File: src/rtl/gpio_board_input_scanner_pkg.sv
// Shared definitions for the GPIO board input scanner: scan FSM states and
// the default bank geometry that the GPIO_Board output driver also uses.
package gpio_board_input_scanner_pkg;

  typedef enum logic [1:0] {
    ST_SETTLE = 2'd0,
    ST_SAMPLE = 2'd1,
    ST_UPDATE = 2'd2
  } scan_state_e;

  localparam int DEF_NUM_BANKS  = 4;
  localparam int DEF_BANK_WIDTH = 8;

endpackage

File: src/rtl/gpio_board_input_scanner_debounce_bank.sv
// One bank's debouncer: tracks the last sample and a saturating match count,
// and accepts a new stable value once it has been seen DEBOUNCE_SCANS times.
module gpio_board_input_scanner_debounce_bank #(
  parameter int BW             = 8,
  parameter int DEBOUNCE_SCANS = 4
) (
  input  logic          clk,
  input  logic          rst_n,
  input  logic          en_i,
  input  logic [BW-1:0] raw_i,
  output logic [BW-1:0] stable_o,
  output logic [BW-1:0] rise_o,
  output logic [BW-1:0] fall_o
);

  localparam int            CW      = $clog2(DEBOUNCE_SCANS + 1);
  localparam logic [CW-1:0] CNT_MAX = CW'(DEBOUNCE_SCANS);

  logic [BW-1:0] last_q, last_d, stable_q, stable_d;
  logic [BW-1:0] rise_q, rise_d, fall_q, fall_d;
  logic [CW-1:0] cnt_q, cnt_d;

  always_comb begin
    last_d   = last_q;
    cnt_d    = cnt_q;
    stable_d = stable_q;
    rise_d   = '0;
    fall_d   = '0;
    if (en_i) begin
      if (raw_i != last_q) begin
        last_d = raw_i;
        cnt_d  = CW'(1);
      end else if (cnt_q != CNT_MAX) begin
        cnt_d = cnt_q + 1'b1;
      end
      // Acceptance uses the updated count so the Nth matching sample commits.
      if (cnt_d == CNT_MAX && raw_i != stable_q) begin
        stable_d = raw_i;
        rise_d   = raw_i & ~stable_q;
        fall_d   = ~raw_i & stable_q;
      end
    end
  end

  always_ff @(posedge clk or negedge rst_n) begin
    if (!rst_n) begin
      last_q   <= '0;
      cnt_q    <= '0;
      stable_q <= '0;
      rise_q   <= '0;
      fall_q   <= '0;
    end else begin
      last_q   <= last_d;
      cnt_q    <= cnt_d;
      stable_q <= stable_d;
      rise_q   <= rise_d;
      fall_q   <= fall_d;
    end
  end

  assign stable_o = stable_q;
  assign rise_o   = rise_q;
  assign fall_o   = fall_q;

endmodule

File: src/rtl/gpio_board_input_scanner.sv
// Scans a bank-multiplexed active-low switch array: settle, sample, update per
// bank, with debounced state and one-cycle press/release/changed/scan_done pulses.
module gpio_board_input_scanner
  import gpio_board_input_scanner_pkg::*;
#(
  parameter int NUM_BANKS      = DEF_NUM_BANKS,
  parameter int BANK_WIDTH     = DEF_BANK_WIDTH,
  parameter int SETTLE_CYCLES  = 64,
  parameter int DEBOUNCE_SCANS = 4,
  localparam int SEL_W         = $clog2(NUM_BANKS),
  localparam int NB            = NUM_BANKS * BANK_WIDTH
) (
  input  logic                  CLOCK_50,
  input  logic                  reset_n,
  input  logic [BANK_WIDTH-1:0] gpio_in,
  output logic [SEL_W-1:0]      bank_sel,
  output logic [NB-1:0]         switches,
  output logic [NB-1:0]         press_pulse,
  output logic [NB-1:0]         release_pulse,
  output logic                  changed,
  output logic                  scan_done
);

  localparam int               SCW         = $clog2(SETTLE_CYCLES);
  localparam logic [SCW-1:0]   SETTLE_LAST = SCW'(SETTLE_CYCLES - 1);
  localparam logic [SEL_W-1:0] SEL_LAST    = SEL_W'(NUM_BANKS - 1);

  scan_state_e                      state_q, state_d;
  logic [SCW-1:0]                   settle_q, settle_d;
  logic [SEL_W-1:0]                 bank_sel_q, bank_sel_d;
  logic                             done_q, done_d;
  logic [1:0][BANK_WIDTH-1:0]       sync_q;
  logic [BANK_WIDTH-1:0]            sample_q, sample_d;

  logic [NUM_BANKS-1:0]                 bank_en;
  logic [NUM_BANKS-1:0][BANK_WIDTH-1:0] stable, rise, fall;

  always_comb begin
    state_d    = state_q;
    settle_d   = settle_q;
    bank_sel_d = bank_sel_q;
    sample_d   = sample_q;
    done_d     = 1'b0;
    unique case (state_q)
      ST_SETTLE: begin
        if (settle_q == SETTLE_LAST) begin
          settle_d = '0;
          state_d  = ST_SAMPLE;
        end else begin
          settle_d = settle_q + 1'b1;
        end
      end
      ST_SAMPLE: begin
        sample_d = ~sync_q[1];
        state_d  = ST_UPDATE;
      end
      ST_UPDATE: begin
        bank_sel_d = bank_sel_q + 1'b1;
        done_d     = (bank_sel_q == SEL_LAST);
        state_d    = ST_SETTLE;
      end
      default: state_d = ST_SETTLE;
    endcase
  end

  always_ff @(posedge CLOCK_50 or negedge reset_n) begin
    if (!reset_n) begin
      state_q    <= ST_SETTLE;
      settle_q   <= '0;
      bank_sel_q <= '0;
      done_q     <= 1'b0;
      sync_q     <= '0;
      sample_q   <= '0;
    end else begin
      state_q    <= state_d;
      settle_q   <= settle_d;
      bank_sel_q <= bank_sel_d;
      done_q     <= done_d;
      sync_q     <= {sync_q[0], gpio_in};
      sample_q   <= sample_d;
    end
  end

  for (genvar b = 0; b < NUM_BANKS; b++) begin : g_bank
    assign bank_en[b] = (state_q == ST_UPDATE) && (bank_sel_q == SEL_W'(b));

    gpio_board_input_scanner_debounce_bank #(
      .BW            (BANK_WIDTH),
      .DEBOUNCE_SCANS(DEBOUNCE_SCANS)
    ) u_bank (
      .clk     (CLOCK_50),
      .rst_n   (reset_n),
      .en_i    (bank_en[b]),
      .raw_i   (sample_q),
      .stable_o(stable[b]),
      .rise_o  (rise[b]),
      .fall_o  (fall[b])
    );
  end

  assign bank_sel      = bank_sel_q;
  assign switches      = stable;
  assign press_pulse   = rise;
  assign release_pulse = fall;
  assign changed       = |{rise, fall};
  assign scan_done     = done_q;

endmodule
File: config.mk
export PLATFORM = sky130hd
export DESIGN_NAME = gpio_board_input_scanner
export DESIGN_NICKNAME = d
export VERILOG_FILES = /design/src/rtl/gpio_board_input_scanner_pkg.sv /design/src/rtl/gpio_board_input_scanner_debounce_bank.sv /design/src/rtl/gpio_board_input_scanner.sv
export SDC_FILE = /design/constraint.sdc
export NUM_CORES = 1
export LEC_CHECK = 0
export CAP_MARGIN = 20
export CELL_PAD_IN_SITES_DETAIL_PLACEMENT = 0
export CELL_PAD_IN_SITES_GLOBAL_PLACEMENT = 1
export CORE_ASPECT_RATIO = 1.25
export CORE_MARGIN = 2
export CORE_UTILIZATION = 35
export CTS_BUF_LIST = sky130_fd_sc_hd__clkbuf_8
export CTS_CLUSTER_DIAMETER = 40
export DETAILED_ROUTE_END_ITERATION = 12
export GPL_ROUTABILITY_DRIVEN = 0
export PLACE_DENSITY = 0.61
export SLEW_MARGIN = 10
export SYNTH_ARGS = -nofsm -noshare
export SYNTH_HDL_FRONTEND = slang
export SYNTH_SLANG_ARGS = --single-unit
File: constraint.sdc
create_clock -name CLOCK_50 -period 2.6 [get_ports CLOCK_50]
set_input_delay 0.52 -clock CLOCK_50 [delete_from_list [all_inputs] [get_ports CLOCK_50]]
set_output_delay 0.52 -clock CLOCK_50 [all_outputs]
set_load 0.1 [all_outputs]
# --- After elaboration in Yosys (flattened, before gate mapping) ---
# Cells that the tools add are included.
totals:
  register_bits: 175
  inputBits: 10
  out_inout_bits: 100
  word_cells: 121
classes:
  n_addsub: 6
  eq_ne: 23
  n_mux: 32
  bitwise_logic: 14
  n_reduce_logical: 19
ops:
  columns: ["operator", "count"]
  rows:
  - ["8-bit 2-to-1 mux", 16]
  - ["8-bit bitwise AND", 8]
  - ["8-bit != test", 8]
  - ["64-bit OR reduction", 1]
  - ["8-bit NOT", 6]
  - ["3-bit 2-to-1 mux", 12]
  - ["2-bit AND reduction", 8]
  - ["3-bit by 1-bit adder with 3-bit output, second input constant", 4]
  - ["3-bit equality test, second input constant", 4]
  - ["3-bit != test, second input constant", 4]
  - ["1-bit logical AND", 8]
  - ["6-bit by 1-bit adder with 6-bit output, second input constant", 1]
  - ["2-bit equality test, second input constant", 3]
  - ["6-bit equality test, second input constant", 1]
  - ["6-bit 2-to-1 mux", 1]
  - ["2-bit by 1-bit equality test with 1-bit output, second input constant", 2]
  - ["2-bit zero test", 2]
  - ["2-bit one-hot mux with 2 select lines", 1]
  - ["2-bit by 1-bit adder with 2-bit output, second input constant", 1]
  - ["2-bit 2-to-1 mux", 1]
  - ["2-bit != test, second input constant", 1]
  - ["1-bit 2-to-1 mux", 1]

# --- Depth between registers and ports, before layout ---
depth:
  depth_word: 8
  mapped_depth: 9
  depth_no_buf: 7

# --- Hierarchy ---
# Synthesis repeated with hierarchy kept, for this count alone.
hier_totals:
  hier_cells: 726
  area_unflattened_um2: 8294.2
by_module_without_submodules:
  columns: ["mod", "instances", "cells_per_inst", "area_per_inst_um2", "seq_area_each_um2"]
  rows:
  - ["gpio_board_input_scanner_debounce_bank", 4, 153, 1731.7, 875.8]
  - ["gpio_board_input_scanner", 1, 114, 1367.6, 875.8]

# --- Least setup slack after synthesis ---
# OpenSTA, ideal clock, no wires.
synth_timing:
  path_type: "flip-flop to output port"
  from: "reg g_bank[0].u_bank.fall_q[7]"
  to: "out changed"
  arrival_ns: 2.172
  required_time_ns: 2.080
  path_slack_ns: -0.092
  path_stages_with_launch: 4
  path_buffers: 0
  cell_sequence: "dfrtp_1 > nor4_1 > nand4_1 > or4_1"
synth_via:
  elab_chain_len: 1
synth_lines:
  columns: ["item", "line", "source"]
  rows:
  - ["from (decl)", "gpio_board_input_scanner_debounce_bank.sv:20", "logic [BW-1:0] rise_q, rise_d, fall_q, fall_d;"]
  - ["from (signal assigned)", "gpio_board_input_scanner_debounce_bank.sv:57", "fall_q <= fall_d;"]
  - ["64-bit OR reduction", "gpio_board_input_scanner.sv:105", "assign changed = |{rise, fall};"]
  - ["to (decl)", "gpio_board_input_scanner.sv:20", "output logic changed,"]
# No other way between the ends.

# --- Worst setup path after layout ---
layout_timing:
  from: "reg g_bank[0].u_bank.fall_q[1]"
  to: "out changed"
# Same word-level chain as after synthesis.

==> impl_metrics.yaml <==
final_layout:
  antenna_cells: 0
  drive_gt1_share_pct: 26.0
  final_nets: 839
  final-seq-area_mm2: 0.00438
  fill_cells: 2170
  final_util_pct: 42.3
  multi_input_area_mm2: 0.00331
  syn2layout_area_growth_pct: 20.0
  final_area_mm2: 0.00965
critical_path:
  max_stage_delay_ps: 490
  crit_path_end_kind: "output port"
  crit_path_cell_trace: "nor4_2 > nand4_1 > or4_4 > buf_12"
  cp_slowest_cell: "or4_4"
  crit_fanout: 2
  required_ps: 2080
  critPathKind: "flip-flop to output port"
  cp.arrival_ps: 2100
  start_kind: "flip-flop"
clock_tree:
  clk_path_buf_depth: 2
  cts_max_level: 4
  cts_made_buffers: 17
  clk_pin_slew_ps: 90
  insertion_delay_ps: 460
  clock-root-buffer: "clkbuf_8"
  clkSinkCount: 175
  cts_tree: "yes"
timing:
  finalSetupViolCount: 1
  skew_ps: 14.9
  slew_viol_final: 0
  hold_viol_final: 0
  setup_ws_ps: -21.4
  finalCriticalPeriod_ps: 2620
  fmax_ghz: 0.381
  fin_crit_sh_pct: 101
  worst-slew-pin-transition_ps: 829
  rsz0062_at_grt: "true"
  slew_headroom_pct: 44.8
power_and_ir_drop:
  peakVddDrop_mv: 0.307
  p_per_area_mw_per_mm2: 482
  p_leak_uw: 0.00466
drt:
  drc: 0
  drt_iter0_drc: 165
  vias: 4938
  drt.antenna.violating_nets: 0
  wl_per_cell_um: 17.6
  wl_um: 18500
  viasPerCell: 4.69
  dr.pass1.iters: 4
synth:
  ys_seq_area_share_pct: 54.4
  synth_ff_type: "dfrtp_1"
  synthDistinctLibCells: 43
  syn_area_mm2: 0.00804
  synth-edff-count: 0
  syn_inst: 637
  synth-warning-count: 0
  synth_top_area_share_pct: 54.4
  yosysMostFrequentCell: "dfrtp_1"
  synthArstFlopShare_pct: 100
  synth_top_cell_by_area: "dfrtp_1"
  yosys_register_bits: 175
  syn_avg_cell_area_um2: 12.6
  syn_nets: 724
  synth_area_leaders: "dfrtp_1, ha_1, and2_1"
  netlist_top_cells_count: "dfrtp_1, ha_1, and2_1"
global_route:
  grt_max_degree: 60
  antenna_found_initial: 0
  grt_pass1_vias: 5192
  grt_pass1_wl_um: 29400
  gr-total-overflow: 0
  grt_use_total_pct: 15.8
outcome:
  failed_checks: "setup timing"
  status: "complete, but fails checks"
placement:
  place_area_mm2: 0.00917
  portBuffers: 109
  dp_hpwl_um: 13400
die:
  die_h_um: 173
  dieArea_mm2: 0.0242
  die_width_um: 140
  core-area_mm2: 0.0228
  initial_core_util_pct: 35.3
  io_pins: 110
  rows: 62
hold_path:
  hold_class: "flip-flop to flip-flop"
job:
  drv_cap: 0
-- where the power goes --
group / leakage [uW] / internal (uW) / switching, uW / total (uW)
clock: 0.000191 / 839 / 1000 / 1840
combinational: 0.00207 / 19.9 / 55.4 / 75.3
sequential: 0.00239 / 2730 / 2.64 / 2730
total: 0.00466 / 3590 / 1060 / 4650
-- critical path: cells and delay by family, from the launching register on --
kind	cells	cell delay, ps
simple gates	3	1050
buf+inv	1	180
flops	1	410
-- layout by cell type, fill, tap and decap left out, types with 4 or more instances in the layout --
cell type	count
dfrtp_1	175
buf_4	104
ha_1	77
and2_1	64
inv_1	53
xnor2_1	37
mux2i_1	36
mux2_2	33
nand4_1	22
nor2_1	21
nand2_1	21
clkbuf_8	20
o21ai_0	13
nor4_2	8
clkdlybuf4s50_1	8
buf_12	7
nor2_2	6
nor4_1	6
a22o_1	5
a21oi_1	4
clkinvlp_4	4
-- flip-flops by register name, indices dropped and copies added (netlist names) --
name                    flops
g_bank.u_bank.last_q       32
g_bank.u_bank.fall_o       32
bank_sel                    2
state_q                     2
g_bank.u_bank.cnt_q        12
g_bank.u_bank.stable_o     32
scan_done                   1
sync_q                     16
sample_q                    8
g_bank.u_bank.rise_o       32
settle_q                    6
-- kinds of logic after synthesis --
group,share of synthesized area [%]
AO/OA/AOI/OAI,2.61
AND/OR/NAND/NOR,12.2
multiplexers,9.24
buffers and inverters,5.43
adder cells (fa/ha/maj),12.0
XOR/XNOR,4.14
flip-flops,54.4
-- stage by stage --
step | instances | TNS (ps) | worst slack [ps] | hold WS [ps] | power, uW
after floorplan | 637 | 0 | 150 | 224 | 2790
after global placement | 1019 | 0 | 286 | 332 | 2860
after detailed placement | 1019 | 0 | 279 | 336 | 2870
after CTS | 1053 | -56.3 | -56.3 | 357 | 4730
after global routing | 1053 | -100 | -100 | 359 | 4860
final | 1053 | -21.4 | -21.4 | 354 | 4650
-- worst paths after layout --
| kind | depth (start not counted) | to | startpoint | slack, ps |
|---|---|---|---|---|
| hold / removal | 0 | sync_q[12]$_DFF_PN0_ | sync_q[4]$_DFF_PN0_ | 350 |
| setup reg to reg | 6 | g_bank[1].u_bank.stable_o[5]$_DFFE_PN0P_ | sample_q[3]$_DFFE_PN0N_ | 400 |
| setup / recovery | 4 | changed | g_bank[0].u_bank.fall_o[1]$_DFF_PN0_ | -20 |
| min in group asynchronous | 2 | g_bank[0].u_bank.stable_o[5]$_DFFE_PN0P_ | reset_n | 520 |
| max in group asynchronous | 3 | g_bank[3].u_bank.last_q[3]$_DFFE_PN0P_ | reset_n | 1280 |
| hold reg to reg | 0 | sync_q[12]$_DFF_PN0_ | sync_q[4]$_DFF_PN0_ | 350 |
-- what timing repair did --
| action | 4_1_cts | 5_1_grt |
|---|---|---|
| resized for setup | 10 | 2 |
| cloned | 0 | 0 |
| hold endpoints to repair | 38 | 0 |
| buffers inserted | 1 | 0 |
| pin swaps | 5 | 1 |
| hold buffers | 1 | 0 |
| setup endpoints to repair | 1 | 1 |
-- area by class of cell --
| type | instances | share of cell area (%) |
|---|---|---|
| Inverter | 51 | 1.98 |
| Clock inverter | 12 | 1.15 |
| Timing Repair Buffer | 121 | 10.6 |
| Multi-Input combinational cell | 386 | 34.3 |
| Sequential cell | 175 | 45.4 |
| Tap cell | 288 | 3.73 |
| Clock buffer | 20 | 2.85 |
-- routing by layer --
layer	part of all wire, %	wire length [um]	track usage [%]	up-vias
li1	-	-	-	2355
met1	45	8280	20.3	2469
met2	51	9380	26.9	98
met3	3.4	629	3.01	16
met4	1.3	244	4.83	0
met5	0	0	0	-
Power figures use the tool's default switching activity.
